File: config.mk
export PLATFORM = sky130hd
export DESIGN_NAME = spi_tx_arbiter
export DESIGN_NICKNAME = d
export VERILOG_FILES = /design/src/rtl/spi_tx_arbiter.sv
export SDC_FILE = /design/constraint.sdc
export NUM_CORES = 1
export LEC_CHECK = 0
export BUFFER_PORTS_ARGS = -buffer_cell sky130_fd_sc_hd__buf_2
export CELL_PAD_IN_SITES_DETAIL_PLACEMENT = 0
export CELL_PAD_IN_SITES_GLOBAL_PLACEMENT = 2
export CORE_MARGIN = 5
export CORE_UTILIZATION = 24
export DETAILED_ROUTE_END_ITERATION = 6
export PLACE_DENSITY_LB_ADDON = 0.12
export SLEW_MARGIN = 20
export SYNTH_ARGS = -nofsm -noshare
export SYNTH_HDL_FRONTEND = slang
export SYNTH_SLANG_ARGS = --single-unit
export TNS_END_PERCENT = 1
File: constraint.sdc
create_clock -name clk -period 1.8 [get_ports clk]
set_clock_uncertainty 0.05 [all_clocks]
set_input_delay 0.36 -clock clk [delete_from_list [all_inputs] [get_ports clk]]
set_output_delay 0.36 -clock clk [all_outputs]
set_load 0.01 [all_outputs]
File: src/rtl/spi_tx_arbiter.sv
// spi_tx_arbiter
// Round-robin arbiter sharing one 8-bit SPI transmitter among NREQ byte
// producers. It latches the winner's byte, strobes the transmitter and
// follows tx_ss (high while shifting) to detect completion. It then pulses
// done back to the requester that was granted.
//
// Optional feature: define SPI_ARB_TIMEOUT_EN to add a watchdog that aborts
// a transfer stuck in START or WAIT_DONE after TIMEOUT cycles (done + err).
//
// Ports:
//   clk       system clock
//   rst       asynchronous reset, active low
//   req       per-requester level request, held until ack
//   data      packed request bytes, requester i at [8i+7:8i]
//   ack       one-cycle pulse, byte of requester i latched
//   done      one-cycle pulse, transfer of requester i finished/aborted
//   busy      high in every state except IDLE
//   grant_id  current/last granted requester
//   err       one-cycle pulse with done on watchdog abort (0 without macro)
//   tx_start  start strobe to the transmitter
//   tx_data   byte to the transmitter
//   tx_ss     transmitter slave select, high while shifting
//
// state     | meaning
// ----------+-----------------------------------------------------------
// IDLE      | no transfer, arbitrate among req
// START     | tx_start high, waiting for tx_ss to rise
// WAIT_DONE | byte shifting, waiting for tx_ss to fall
// GAP       | one cycle for the transmitter's post-transfer clear

module spi_tx_arbiter #(
    parameter int NREQ    = 4,
    parameter int IDW     = 2,
    parameter int TIMEOUT = 255
) (
    input  logic              clk,
    input  logic              rst,
    input  logic [NREQ-1:0]   req,
    input  logic [8*NREQ-1:0] data,
    output logic [NREQ-1:0]   ack,
    output logic [NREQ-1:0]   done,
    output logic              busy,
    output logic [IDW-1:0]    grant_id,
    output logic              err,
    output logic              tx_start,
    output logic [7:0]        tx_data,
    input  logic              tx_ss
);

    if (NREQ != 2**IDW) begin : g_bad_nreq
        $error("spi_tx_arbiter: NREQ must equal 2**IDW");
    end
    if (TIMEOUT < 1 || TIMEOUT > 255) begin : g_bad_timeout
        $error("spi_tx_arbiter: TIMEOUT must be 1..255");
    end

    typedef enum logic [1:0] {IDLE, START, WAIT_DONE, GAP} state_t;

    state_t         state;
    logic [IDW-1:0] last_grant;
    logic [IDW-1:0] winner;
    logic [IDW-1:0] cand;
    logic           found;

`ifdef SPI_ARB_TIMEOUT_EN
    // Counter runs 0..TIMEOUT-1, so the state is held for exactly TIMEOUT cycles.
    localparam logic [7:0] WD_LAST = 8'(TIMEOUT - 1);
    logic [7:0] wd_cnt;
`else
    assign err = 1'b0;
`endif

    // Search upward from last_grant+1; IDW-bit addition wraps modulo NREQ.
    always_comb begin
        winner = last_grant;
        found  = 1'b0;
        cand   = last_grant;
        for (int k = 1; k <= NREQ; k++) begin
            cand = last_grant + IDW'(k);
            if (!found && req[cand]) begin
                winner = cand;
                found  = 1'b1;
            end
        end
    end

    always_ff @(posedge clk or negedge rst) begin
        if (!rst) begin
            state      <= IDLE;
            ack        <= '0;
            done       <= '0;
            busy       <= 1'b0;
            tx_start   <= 1'b0;
            tx_data    <= '0;
            grant_id   <= '0;
            last_grant <= IDW'(NREQ - 1);
`ifdef SPI_ARB_TIMEOUT_EN
            err        <= 1'b0;
            wd_cnt     <= '0;
`endif
        end else begin
            ack  <= '0;
            done <= '0;
`ifdef SPI_ARB_TIMEOUT_EN
            err  <= 1'b0;
`endif
            case (state)
                IDLE: begin
                    if (found) begin
                        tx_data  <= data[{winner, 3'b000} +: 8];
                        grant_id <= winner;
                        ack      <= NREQ'(1) << winner;
                        tx_start <= 1'b1;
                        busy     <= 1'b1;
                        state    <= START;
`ifdef SPI_ARB_TIMEOUT_EN
                        wd_cnt   <= '0;
`endif
                    end
                end
                START: begin
                    if (tx_ss) begin
                        tx_start <= 1'b0;
                        state    <= WAIT_DONE;
`ifdef SPI_ARB_TIMEOUT_EN
                        wd_cnt   <= '0;
                    end else if (wd_cnt == WD_LAST) begin
                        tx_start   <= 1'b0;
                        done       <= NREQ'(1) << grant_id;
                        err        <= 1'b1;
                        last_grant <= grant_id;
                        state      <= GAP;
                    end else begin
                        wd_cnt <= wd_cnt + 8'd1;
`endif
                    end
                end
                WAIT_DONE: begin
                    if (!tx_ss) begin
                        done       <= NREQ'(1) << grant_id;
                        last_grant <= grant_id;
                        state      <= GAP;
`ifdef SPI_ARB_TIMEOUT_EN
                    end else if (wd_cnt == WD_LAST) begin
                        done       <= NREQ'(1) << grant_id;
                        err        <= 1'b1;
                        last_grant <= grant_id;
                        state      <= GAP;
                    end else begin
                        wd_cnt <= wd_cnt + 8'd1;
`endif
                    end
                end
                GAP: begin
                    busy  <= 1'b0;
                    state <= IDLE;
                end
                default: state <= IDLE;
            endcase
        end
    end

endmodule
==> results.cfg, run 1 <==
[run_status]
outcome = complete, but fails checks
violations = negative setup slack

[synthesis]
synthCells = 151
synth-seq-area-share_pct = 43.8
yosysTopAreaCellShare_pct = 40.0
synthTopCellsByArea = dfrtp_1 40%, nand2_1 14%, o221a_2 5.7%, ha_1 4.5%, dfstp_2 3.8%
synth_area_leader_cell = dfrtp_1
yosysUniqueCellTypes = 31
syn_nets = 195
synthFlopType = dfrtp_1
synth-seq-cells = 24
ys_async_sr_fraction_pct = 100
yosys_warnings = 0
netlist_area_mm2 = 0.00138
synth_edf_count = 0
avgSynthCellArea_um2 = 9.11

[hold_path]
hold_class = input pin to asynchronous set/reset pin

[sta]
hold_violations = 0
worst_hold_slack_ps = 26.5
grt_setup_unrepaired = true
finalWorstSetupSlack_ps = -5.04
slew_headroom_pct = 62.3
layout_min_cycle_time_ps = 1810
setup_viol = 2
fmax_mhz = 554
worstMarginPinSlew_ps = 566
tns_ps = -5.83
final.period_utilization_pct = 100
report.final.slew_viol_count = 0

[cells_and_area]
fin_nets = 262
layout_common_cells = 58 x buf_2, 50 x nand2_1, 22 x dfrtp_1
diodes = 0
post-route-util_pct = 34.6
drive_gt1_share_pct = 43.8
syn2layout_area_growth_pct = 39.2
fillCellCount = 607
final_common_cell = buf_2
finalNonFillerCells = 289

[power_and_ir_drop]
p_leak_nw = 0.980
powerDensity_mw_per_mm2 = 1520
peakVddDrop_v = 0.000662

[clocking]
cts.sinks = 24
numCtsBuffers = 3
clkTransAtPathRegs_ps = 90
hold_buffers = 0
htreeDepth = 1
insertion_delay_ps = 260
cts.path.max_buffers = 2
cts_root_buffer = clkbuf_8
tritoncts = done

[drt]
vias = 1245
drc = 0
viasPerCell = 4.31
wl_per_cell_um = 13.4
ant_nets = 0
dr.pass1.iters = 4
routed_wirelength_um = 3860
drt_iter0_drc = 43

[global_routing]
grt_antenna_before_repair = 0
grt_pass1_wl_um = 6200
grt_pass1_vias = 1272
grtUsageTotal_pct = 10.5
overflow = 0
grt_max_degree = 25

[floorplanning]
die_x_um = 85.7
io_pins = 60
row_count = 27
die_h_um = 85.7
fp.dieArea_mm2 = 0.00735
start_util_pct = 24.8
coreArea_mm2 = 0.00554

[critical_path]
cp.required_ps = 1960
crit_path_max_incr_delay_ps = 580
worst_ep_arrival_time_ps = 1970
cp_cell_sequence = mux2_4, buf_4, o221ai_4, buf_12, nand2_1, nand3_1, o221a_2
critical_path.top_delay_family = flip-flops
start_kind = flip-flop
worst_path_max_delay_cell = dfstp_2
crit_path_max_fanout = 18
end_kind = flip-flop
timing.critical_path.buf_inv = 2
crit_type = flip-flop to flip-flop

[place]
place.gp.congestion = 0.767
place_hpwl_um = 2970
io_buffers = 58
dp_cells = 284

[flow_run]
maxCapViolCount = 0
-- where the power goes --
group          internal, mW  switching [mW]  total [mW]
logic                 0.827           0.776        1.60
clock network         0.195           0.180       0.375
registers             0.773           0.156       0.928
total                  1.80            1.11        2.91
-- worst reg2reg max path, cell delays in order (launching register included) --
cell and delay (ps):
dfstp_2 580, mux2_4 320, buf_4 140, o221ai_4 180, buf_12 170, nand2_1 70
nand3_1 80, o221a_2 170
-- timing repair --
item / 4_1_cts / 5_1_grt
buffers inserted: 1 / 0
setup endpoints to repair: 8 / 8
gates resized for setup: 2 / 5
pin swaps: 0 / 2
-- final timing paths --
kind | start | to | slack [ps] | cells past startpoint
setup / recovery | last_grant[1] | tx_data[3] | -5 | 7
setup reg to reg | last_grant[1] | tx_data[3] | -5 | 7
hold / removal | rst | busy | 30 | 1
max in group asynchronous | rst | grant_id[1] | 1300 | 1
hold reg to reg | tx_start | tx_start | 480 | 2
min in group clk | tx_ss | last_grant[1] | 360 | 4
-- registers in the layout (all words and copies together), names as in the netlist --
| signal | cells |
|---|---|
| busy | 1 |
| grant_id | 2 |
| tx_start | 1 |
| tx_data | 8 |
| state | 2 |
| last_grant | 2 |
| done | 4 |
| ack | 4 |
-- kinds of logic after synthesis --
group	count (synthesis)	synth area share, %
compound gates	24	15.7
fa+ha+maj	5	4.55
buf+inv	14	6.73
flops	24	43.8
mux	3	3.00
other cells	1	0.272
simple gates	80	25.9
-- Yosys cell counts, drive strengths merged (3+ instances only) --
master / n
nand2: 52
dfrtp: 22
nand3: 9
o221a: 9
buf: 8
inv: 6
ha: 5
nand2b: 5
o21ai: 5
nor2: 4
a21oi: 3
mux2: 3
-- stage by stage --
| stage | instance area (µm²) | power [mW] | setup slack [ps] |
|---|---|---|---|
| 2_1_floorplan | 1380 | 1.92 | -37.1 |
| 3_3_place_gp | 1820 | 2.50 | 1.01 |
| 3_5_place_dp | 1820 | 2.53 | -30.2 |
| 4_1_cts | 1890 | 2.94 | -5.16 |
| 5_1_grt | 1920 | 3.17 | -78.6 |
| 6_report | 1920 | 2.91 | -5.04 |
-- metal layers --
layer / wire length [µm] / share of wire (%) / global-route usage [%] / up-vias
met1: 1770 / 46 / 13.8 / 574
met5: 0 / 0 / 0 / -
met3: 209 / 5.4 / 2.31 / 2
met4: 23 / 0.60 / 3.02 / 0
li1: - / - / - / 641
met2: 1870 / 48 / 17.3 / 28
-- final cells by class --
cell class,instances,area (µm²),share of cell area (%)
multi-input combinational,113,714,37.3
sequential,24,603,31.5
inverter,6,22.5,1.18
clock buffer,4,55.1,2.87
timing repair buffer,70,430,22.5
tap,72,90.1,4.70
No activity file was read; power rests on OpenSTA's default activity.
==> run 2: changes to the inputs <==
--- a/config.mk
+++ b/config.mk
@@ -5,13 +5,16 @@
 export SDC_FILE = /design/constraint.sdc
 export NUM_CORES = 1
 export LEC_CHECK = 0
+export ABC_AREA = 1
 export BUFFER_PORTS_ARGS = -buffer_cell sky130_fd_sc_hd__buf_2
 export CELL_PAD_IN_SITES_DETAIL_PLACEMENT = 0
 export CELL_PAD_IN_SITES_GLOBAL_PLACEMENT = 2
+export CORE_ASPECT_RATIO = 0.6
 export CORE_MARGIN = 5
-export CORE_UTILIZATION = 24
+export CORE_UTILIZATION = 23
 export DETAILED_ROUTE_END_ITERATION = 6
 export PLACE_DENSITY_LB_ADDON = 0.12
+export REMOVE_ABC_BUFFERS = 1
 export SLEW_MARGIN = 20
 export SYNTH_ARGS = -nofsm -noshare
 export SYNTH_HDL_FRONTEND = slang
==> run 2 against run 1 <==
  * The flow still finishes with violations (negative setup slack)
  * Worst setup slack got worse by 110 ps
  * Area after synthesis is 16% higher
  * Sequential share of layout area fell by 6.6 points
  * Core utilization rose by 1.6 points
  * Synthesized cell count is 44% higher
  * Clock power increased by 73%
  * Power rose by 80%
  * First-iteration DRC count is 56% higher
  * Sequential cell count did not move
  * Die area rose by 19%
  * Via count grew 38%
  * Critical path type unchanged
  * Critical endpoint is now tx_data[4]
  * Largest cell class unchanged
==> results.cfg, run 2 <==
[floorplanning]
fp.dieArea_mm2 = 0.00873
row_count = 23
die_h_um = 74.4
coreArea_mm2 = 0.00671
die_x_um = 117
start_util_pct = 23.7
io_pins = 60

[clocking]
numCtsBuffers = 3
cts.path.max_buffers = 2
htreeDepth = 1
cts.sinks = 24
tritoncts = done
clkTransAtPathRegs_ps = 70
hold_buffers = 0
cts_root_buffer = clkbuf_16
insertion_delay_ps = 260

[critical_path]
critical_path.top_delay_family = simple AND/OR/NAND/NOR gates
start_kind = flip-flop
end_kind = flip-flop
worst_path_max_delay_cell = dfstp_2
crit_path_max_fanout = 10
crit_type = flip-flop to flip-flop
crit_path_max_incr_delay_ps = 610
cp_cell_sequence = inv_4, nand2_2, nand3_1, nand2_2, buf_4, nand3_4, inv_2, nand2_2, nand2_4, nand3_1, nand3_2, nand2_1
timing.critical_path.buf_inv = 3
cp.required_ps = 1910
worst_ep_arrival_time_ps = 2030
crit_path_frequent_cell = nand2_2

[sta]
fmax_mhz = 521
tns_ps = -1120
hold_violations = 0
setup_viol = 15
finalWorstSetupSlack_ps = -119
final.period_utilization_pct = 107
grt_setup_unrepaired = true
slew_headroom_pct = 61.7
layout_min_cycle_time_ps = 1920
report.final.slew_viol_count = 0
worstMarginPinSlew_ps = 574

[drt]
drt_iter0_drc = 67
vias = 1717
dr.pass1.iters = 4
routed_wirelength_um = 5440
viasPerCell = 4.44
wl_per_cell_um = 14.1
ant_nets = 0
drc = 0

[cells_and_area]
reg.largest.list = tx_data (8), ack (4), done (4)
syn2layout_area_growth_pct = 52.3
largest_register_ffs = 8
diodes = 0
top_register = tx_data
drive_gt1_share_pct = 48.0
final_common_cell = buf_2
layout_common_cells = 58 x buf_2, 48 x nand2_1, 45 x nand3_1
finalNonFillerCells = 387
fin_nets = 345

[synthesis]
yosysUniqueCellTypes = 23
synth_area_leader_cell = dfrtp_1
avgSynthCellArea_um2 = 7.33
yosys-top-cells-count = 60 x nand2_1, 56 x nand3_1, 22 x dfrtp_1
synth_edf_count = 0
ys_async_sr_fraction_pct = 100
synth-seq-area-share_pct = 37.9
synthCells = 217
synthFlopType = dfrtp_1
yosys_warnings = 0
netlist_area_mm2 = 0.00159
synth_most_common_cell = nand2_1
yosysTopAreaCellShare_pct = 34.6
synthTopCellsByArea = dfrtp_1 35%, nand3_1 18%, nand2_1 14%, nand2_2 6.3%, ha_1 3.9%
synth-seq-cells = 24

[power_and_ir_drop]
powerDensity_mw_per_mm2 = 2160
p_clk_share_pct = 12.4
switching_share_pct = 49.1
p_comb_share_pct = 69.2
peakVddDrop_v = 0.000963
p_int_mw = 2.66
seqPwrFrac_pct = 18.4
switchingPower_mw = 2.57
p_leak_nw = 1.29

[place]
place.gp.congestion = 0.705
place_hpwl_um = 4080
dp_cells = 375
io_buffers = 58

[global_routing]
grt_antenna_before_repair = 0
grt_max_degree = 25
grtUsageTotal_pct = 12.2
grt_pass1_vias = 1698
grt_pass1_wl_um = 8510
overflow = 0

[run_status]
violations = negative setup slack
outcome = complete, but fails checks

[flow_run]
maxCapViolCount = 0

[hold_path]
hold_class = input pin to asynchronous set/reset pin
run 2: area by class of cell:
type	instances	area [µm²]
well taps	87	109
clock inverters	1	30.0
fillers	723	4280
inverters	14	61.3
clock buffers	3	75.1
repair buffers	83	518
repair inverters	1	7.51
multi-input cells	174	1020
flip-flops and latches	24	603
run 2: metal layers:
metal / global-route usage [%] / vias up / part of all wire (%)
li1: - / 875 / -
met1: 18.3 / 797 / 54
met2: 17.6 / 39 / 41
met3: 2.74 / 6 / 3.8
met4: 2.70 / 0 / 0.81
met5: 0 / - / 0
run 2: cell families (layout without fill, tap and decap cells):
kind of cell	count (synthesis)	in the layout	synth area share [%]
buffers and inverters	21	102	7.08
adder cells (fa/ha/maj)	5	5	3.93
AO/OA/AOI/OAI	10	10	3.15
AND/OR/NAND/NOR	156	158	47.7
other	1	1	0.236
flip-flops	24	24	37.9
run 2: power groups by stage:
stage / Clock, mW / Sequential, mW / Combinational, mW
2_1_floorplan: 0 / 1.04 / 1.76
3_3_place_gp: 0 / 0.977 / 3.13
3_5_place_dp: 0 / 0.971 / 3.06
4_1_cts: 0.671 / 0.960 / 3.26
5_1_grt: 0.692 / 0.994 / 4.04
6_report: 0.649 / 0.962 / 3.62
run 2: final timing paths:
check,from,to,slack [ps],cells past startpoint
worst max-delay path,last_grant[0],tx_data[4],-120,12
worst min-delay path,rst,done[0],40,1
worst max register to register,last_grant[0],tx_data[4],-120,12
worst min register to register,tx_data[4],tx_data[4],430,2
max in group asynchronous,rst,tx_data[2],1280,1
min in group clk,tx_ss,done[0],250,2
run 2: metrics by stage:
step           util [%]  power (mW)  setup slack [ps]  cell area [µm²]  hold WS, ps
4_1_cts            33.8        4.89              -102             2270         55.8
5_1_grt            36.1        5.72              -241             2420         89.9
2_1_floorplan         -        2.80              -139             1530         14.4
3_5_place_dp       31.4        4.03              -186             2110          341
3_3_place_gp       31.4        4.11              -186             2110          351
6_report           36.1        5.23              -119             2420         36.9
run 2: repair_timing:
action                     in CTS  in global routing
buffers inserted                3                  2
gates cloned                    1                  2
setup endpoints to repair      18                 18
pin swaps                       2                 18
resized for setup               7                 35
